==> src/rtl/chsched_pkg.sv <==
// Shared types and constants for the transmitter channel scheduler.
// Latency: none (declarations only).
// Backpressure: n/a.
package chsched_pkg;

  // Width of the muxer channel-select bus.
  localparam int CH_W = 4;

  // Channel code whose muxer output is the fixed sync byte.
  localparam logic [CH_W-1:0] SYNC_CH = 4'h0;

  // Byte the muxer presents on SYNC_CH.
  localparam logic [7:0] SYNC_BYTE = 8'hEE;

  typedef enum logic [1:0] {
    IDLE   = 2'd0,
    SETTLE = 2'd1,
    VALID  = 2'd2
  } state_t;

endpackage

==> src/rtl/ch_next_sel.sv <==
// Finds the lowest enabled data channel strictly above the current channel.
// Latency: combinational.
// Backpressure: n/a.
//
// Ports:
//   mask    - enabled data channels, bit i enables channel i+1
//   cur     - channel currently being served
//   next_ch - lowest enabled channel above cur (equals cur when none)
//   last    - no enabled channel remains above cur (frame end)
module ch_next_sel
  import chsched_pkg::*;
#(
  parameter int NUM_CH = 3
) (
  input  logic [NUM_CH-1:0] mask,
  input  logic [CH_W-1:0]   cur,
  output logic [CH_W-1:0]   next_ch,
  output logic              last
);

  // Walk from the top channel downwards so the last hit is the lowest one.
  always_comb begin
    next_ch = cur;
    last    = 1'b1;
    for (int i = NUM_CH; i >= 1; i--) begin
      if (mask[i-1] && (CH_W'(i) > cur)) begin
        next_ch = CH_W'(i);
        last    = 1'b0;
      end
    end
  end

endmodule

==> src/rtl/channel_scheduler.sv <==
// Walks the muxer channel select through a frame (SYNC slot, then enabled channels ascending).
// Latency: MUX_LAT settle cycles per slot before data_valid, then one cycle after tx_ready to advance.
// Backpressure: data_valid and channel are held until tx_ready is sampled high (no byte dropped or repeated).
//
// Optional feature macro CHSCHED_TIMEOUT_EN: when defined, a slot left waiting
// TIMEOUT_CYCLES valid cycles without tx_ready is aborted, timeout_err pulses for
// one cycle and the frame advances. When undefined, timeout_err is constant 0.
//
// Ports:
//   clk         - system clock, rising edge
//   arst        - asynchronous active-low reset
//   enable      - run frames while high (sampled at frame boundaries)
//   ch_mask     - bit i enables data channel i+1 (latched at frame boundaries)
//   tx_ready    - serializer accepted the current byte
//   channel     - channel select to the muxer
//   data_valid  - muxer output byte is valid for the current slot
//   frame_start - high together with data_valid during the SYNC slot
//   busy        - high whenever the scheduler is not idle
//   timeout_err - one-cycle pulse on slot abort
module channel_scheduler #(
  parameter int                            NUM_CH         = 3,
  parameter logic [chsched_pkg::CH_W-1:0]  SYNC_CH        = chsched_pkg::SYNC_CH,
  parameter int                            MUX_LAT        = 1,
  parameter int                            TIMEOUT_CYCLES = 255
) (
  input  logic                          clk,
  input  logic                          arst,
  input  logic                          enable,
  input  logic [NUM_CH-1:0]             ch_mask,
  input  logic                          tx_ready,
  output logic [chsched_pkg::CH_W-1:0]  channel,
  output logic                          data_valid,
  output logic                          frame_start,
  output logic                          busy,
  output logic                          timeout_err
);

  import chsched_pkg::*;

  // Settle counter sized to hold MUX_LAT-1 (at least one bit).
  localparam int SC_W = (MUX_LAT > 1) ? $clog2(MUX_LAT) : 1;
  localparam logic [SC_W-1:0] SC_LAST = SC_W'(MUX_LAT - 1);

  state_t            state;
  logic [NUM_CH-1:0] shadow;
  logic [SC_W-1:0]   settle_cnt;
  logic [CH_W-1:0]   next_ch;
  logic              last_ch;
  logic              to_hit;
  logic              advance;
  logic              restart;

  ch_next_sel #(
    .NUM_CH (NUM_CH)
  ) u_next_sel (
    .mask    (shadow),
    .cur     (channel),
    .next_ch (next_ch),
    .last    (last_ch)
  );

`ifdef CHSCHED_TIMEOUT_EN
  localparam int TO_W = $clog2(TIMEOUT_CYCLES + 1);
  localparam logic [TO_W-1:0] TO_LAST = TO_W'(TIMEOUT_CYCLES - 1);

  logic [TO_W-1:0] to_cnt;

  // Counts valid cycles of the current slot; any slot exit clears it so every
  // new slot starts from zero.
  always_ff @(posedge clk or negedge arst) begin
    if (!arst) begin
      to_cnt <= '0;
    end else if ((state != VALID) || advance) begin
      to_cnt <= '0;
    end else begin
      to_cnt <= to_cnt + 1'b1;
    end
  end

  assign to_hit = (state == VALID) && !tx_ready && (to_cnt == TO_LAST);
`else
  logic unused_timeout_cfg;
  assign unused_timeout_cfg = |TIMEOUT_CYCLES;
  assign to_hit = 1'b0;
`endif

  // A timeout abort moves the slot on exactly like an accepted byte.
  assign advance = tx_ready || to_hit;
  assign restart = enable && (|ch_mask);

  always_ff @(posedge clk or negedge arst) begin
    if (!arst) begin
      state       <= IDLE;
      channel     <= SYNC_CH;
      data_valid  <= 1'b0;
      frame_start <= 1'b0;
      busy        <= 1'b0;
      timeout_err <= 1'b0;
      shadow      <= '0;
      settle_cnt  <= '0;
    end else begin
      timeout_err <= 1'b0;
      case (state)
        IDLE: begin
          if (restart) begin
            shadow     <= ch_mask;
            channel    <= SYNC_CH;
            settle_cnt <= '0;
            busy       <= 1'b1;
            state      <= SETTLE;
          end
        end

        SETTLE: begin
          if (settle_cnt == SC_LAST) begin
            settle_cnt  <= '0;
            data_valid  <= 1'b1;
            frame_start <= (channel == SYNC_CH);
            state       <= VALID;
          end else begin
            settle_cnt <= settle_cnt + 1'b1;
          end
        end

        VALID: begin
          if (advance) begin
            data_valid  <= 1'b0;
            frame_start <= 1'b0;
            timeout_err <= to_hit;
            settle_cnt  <= '0;
            if (!last_ch) begin
              channel <= next_ch;
              state   <= SETTLE;
            end else if (restart) begin
              // Frame boundary: the new mask only takes effect here.
              shadow  <= ch_mask;
              channel <= SYNC_CH;
              state   <= SETTLE;
            end else begin
              // Channel keeps its last value while idle.
              busy  <= 1'b0;
              state <= IDLE;
            end
          end
        end

        default: begin
          data_valid  <= 1'b0;
          frame_start <= 1'b0;
          busy        <= 1'b0;
          state       <= IDLE;
        end
      endcase
    end
  end

endmodule
==> config.mk <==
export PLATFORM = sky130hd
export DESIGN_NAME = channel_scheduler
export DESIGN_NICKNAME = d
export VERILOG_FILES = /design/src/rtl/chsched_pkg.sv /design/src/rtl/ch_next_sel.sv /design/src/rtl/channel_scheduler.sv
export SDC_FILE = /design/constraint.sdc
export NUM_CORES = 1
export LEC_CHECK = 0
export ABC_AREA = 1
export CORE_AREA = 5 5 42 44
export CTS_CLUSTER_DIAMETER = 120
export DETAILED_ROUTE_END_ITERATION = 10
export DIE_AREA = 0 0 47 49
export PLACE_DENSITY = 0.81
export SLEW_MARGIN = 25
export SYNTH_ARGS = -nofsm -noshare
export SYNTH_HDL_FRONTEND = slang
export SYNTH_HIERARCHICAL = 1
export SYNTH_SLANG_ARGS = --single-unit
export TNS_END_PERCENT = 50
==> constraint.sdc <==
create_clock -name clk -period 4.3 [get_ports clk]
set_input_delay 0.86 -clock clk [delete_from_list [all_inputs] [get_ports clk]]
set_output_delay 0.86 -clock clk [all_outputs]
set_load 0.02 [all_outputs]
==> qor.txt <==
Ant. Diodes: 0
Syn Area/Cell: 7.23 µm²
Max-slew violation count: 0
Skew final: 0.00360 ns
CTS resizes: 0
CTS root buffer: clkbuf_4
Leak pwr: 0.435 nW
CP Data Arrival Time: 1.35 ns
Worst-skew pair later-pin latency: 0.27 ns
WP data required: 3.44 ns
Core box area: 1400 µm²
Synth area leaders: dfrtp_1, nand2_1, inv_1
Reg2reg path depth: 9
RD Place Congestion: 0.745
# Post-CTS Setup Buffers: 0
Rows: 14
Placed Cells: 115
Crit path largest cell delay: 0.64 ns
Worst-path cell chain: clkdlybuf4s50_1
Area Overhead vs Synth: 24.5%
Worst path depth: 1
Period utilization: 0.513
Hold path depth: 2
TritonRoute pass-1 iters: 5
Clk buf depth: 2
Mapped Area: 643 µm²
Clk pin slew, worst setup/hold paths: 0.07 ns
CP Class: reg -> out
Largest net degree at the start of global routing: 13
DP Area: 778 µm²
Main synth FF type: dfrtp_1
Vias in the first global route: 565
Endpoint, Worst Hold: shadow[0]
Vert. Die Dim: 49 µm
H-tree levels: 1
Area share of the largest cell type after synthesis: 0.467
Seq/Total Area, Yosys: 0.467
Hold Path Class: reg -> reg
Clk sink count: 12
Total power: 0.000496 W
Slew margin rel.: 0.649
CP Max Fanout: 5
Least-Margin Pin Slew: 0.525 ns
Crit. End Element: output pin
PortBufs: 13
Share of cells above drive strength 1: 0.0588
Startpoint types: register
Synth Register Bits: 12
DRC violations left: 0
Flop2flop setup slack: 2.57 ns
Pwr/cell area: 619 nW/µm²
Via/cell ratio: 5.07
Achievable Freq: 453 MHz
Most frequent cells after synthesis: nand2_1, inv_1, dfrtp_1, nand3_1
Syn Nets: 96
Peak supply drop: 0.000334 V
Total GRT Usage: 0.134
Drt first-iter violations: 9
Final Hold Viols: 0
Num ports: 15
Worst Hold Launch: shadow[0]
Maxcap violations: 0
Largest area contributor in the netlist: dfrtp_1
Total Routed Length: 1330 µm
Die area: 2300 µm²
Unrepaired setup endpoints after global routing: no
Dominant cell by count in the synthesized netlist: nand2_1
Count of cell types in the netlist: 16
Detail Route Antenna Nets: 0
Final nets: 111
Ys async rst share: 1.00
Avg WL per Cell: 11.3 µm
CP bufs+invs: 1
Sum Neg Setup Slack: 0 ns
Die width: 47 µm
Crit Reg-Reg Endpoint: channel[2]
CTS tree: yes
TritonCTS buffer count: 3
Via count: 598
CP max stage cell: clkdlybuf4s50_1
DP HPWL: 1050 µm
Status: finished clean
Tmin final: 2.21 ns
Cell area after layout: 801 µm²
Post-synth EDFFs: 0
Final Setup Violations: 0
Antenna violations before repair: 0
Grt total ovfl: 0
Final Non-Filler Cells: 118
Global-route wire length before repair: 2320 µm
Syn Inst Count: 89
Filler Cells Inserted: 148
CP delay by family, top: buffers and inverters
Number of synthesis warnings: 6
Initial Util: 0.459
R2R Path Start: channel[2]
Hold Buf Count CTS: 0
-- metal layers --
| metal | global-route usage | part of all wire | vias to the layer above |
|---|---|---|---|
| met1 | 0.169 | 0.44 | 276 |
| met3 | 0.0443 | 0.068 | 5 |
| met4 | 0.0415 | 0.019 | 0 |
| met5 | 0 | 0 | - |
| met2 | 0.213 | 0.47 | 15 |
| li1 | - | - | 302 |
-- state kept, by name, summed over array words and instances, names as in the netlist --
| register | cells |
|---|---|
| busy | 1 |
| shadow | 3 |
| frame_start | 1 |
| channel | 4 |
| data_valid | 1 |
| state | 2 |
-- stage by stage --
stage	hold slack (ns)	setup slack (ns)	utilization
3_3_place_gp	0.468	2.14	0.555
2_1_floorplan	0.442	2.71	-
3_5_place_dp	0.468	2.08	0.555
6_report	0.485	2.09	0.571
5_1_grt	0.526	2.03	0.571
4_1_cts	0.487	2.09	0.571
-- final cells by class --
cell class	count	area (µm²)	share of cell area
timing repair buffer	13	130	0.163
multi-input combinational	59	272	0.339
sequential	12	300	0.375
tap	16	20.0	0.0250
clock buffer	3	22.5	0.0281
inverter	15	56.3	0.0703
-- how the worst max path moves through the flow --
stage | from | end | slack [ns]
floorplan | tx_ready | channel[2] | 2.71
global placement | tx_ready | channel[0] | 2.14
detailed placement | tx_ready | channel[2] | 2.08
CTS | channel[1] | channel[1] | 2.09
global route | channel[1] | channel[1] | 2.03
finish | channel[1] | channel[1] | 2.09
-- placed cells by master (no fill, tap or decap) --
master | synthesis | layout
clkdlybuf4s50_1 | 0 | 13
o22ai_1 | 1 | 1
o21ai_0 | 2 | 2
nor3_4 | 1 | 1
nor2_2 | 1 | 1
nand4_1 | 4 | 4
inv_1 | 15 | 15
a21oi_1 | 2 | 2
conb_1 | 1 | 1
nor2b_1 | 1 | 1
clkbuf_4 | 0 | 3
nand3_1 | 10 | 10
dfrtp_1 | 12 | 12
nand2_1 | 31 | 31
nor2_1 | 4 | 4
nand2_2 | 1 | 1
-- kinds of logic after synthesis --
group	after synthesis	synth area share
buffers and inverters	18	0.111
AOI/OAI and AO/OA	5	0.0409
and+or+nand+nor	53	0.375
DFF	12	0.467
other	1	0.00583
-- report_power, final --
| group | internal, W | total [W] | leakage [nW] | switching, W |
|---|---|---|---|---|
| Combinational | 0.0000968 | 0.000236 | 0.268 | 0.000139 |
| Clock | 0.0000324 | 0.0000689 | 0.0138 | 0.0000364 |
| Sequential | 0.000155 | 0.000191 | 0.153 | 0.0000365 |
| Total | 0.000284 | 0.000496 | 0.435 | 0.000212 |
(Power assumes the default switching activity.)
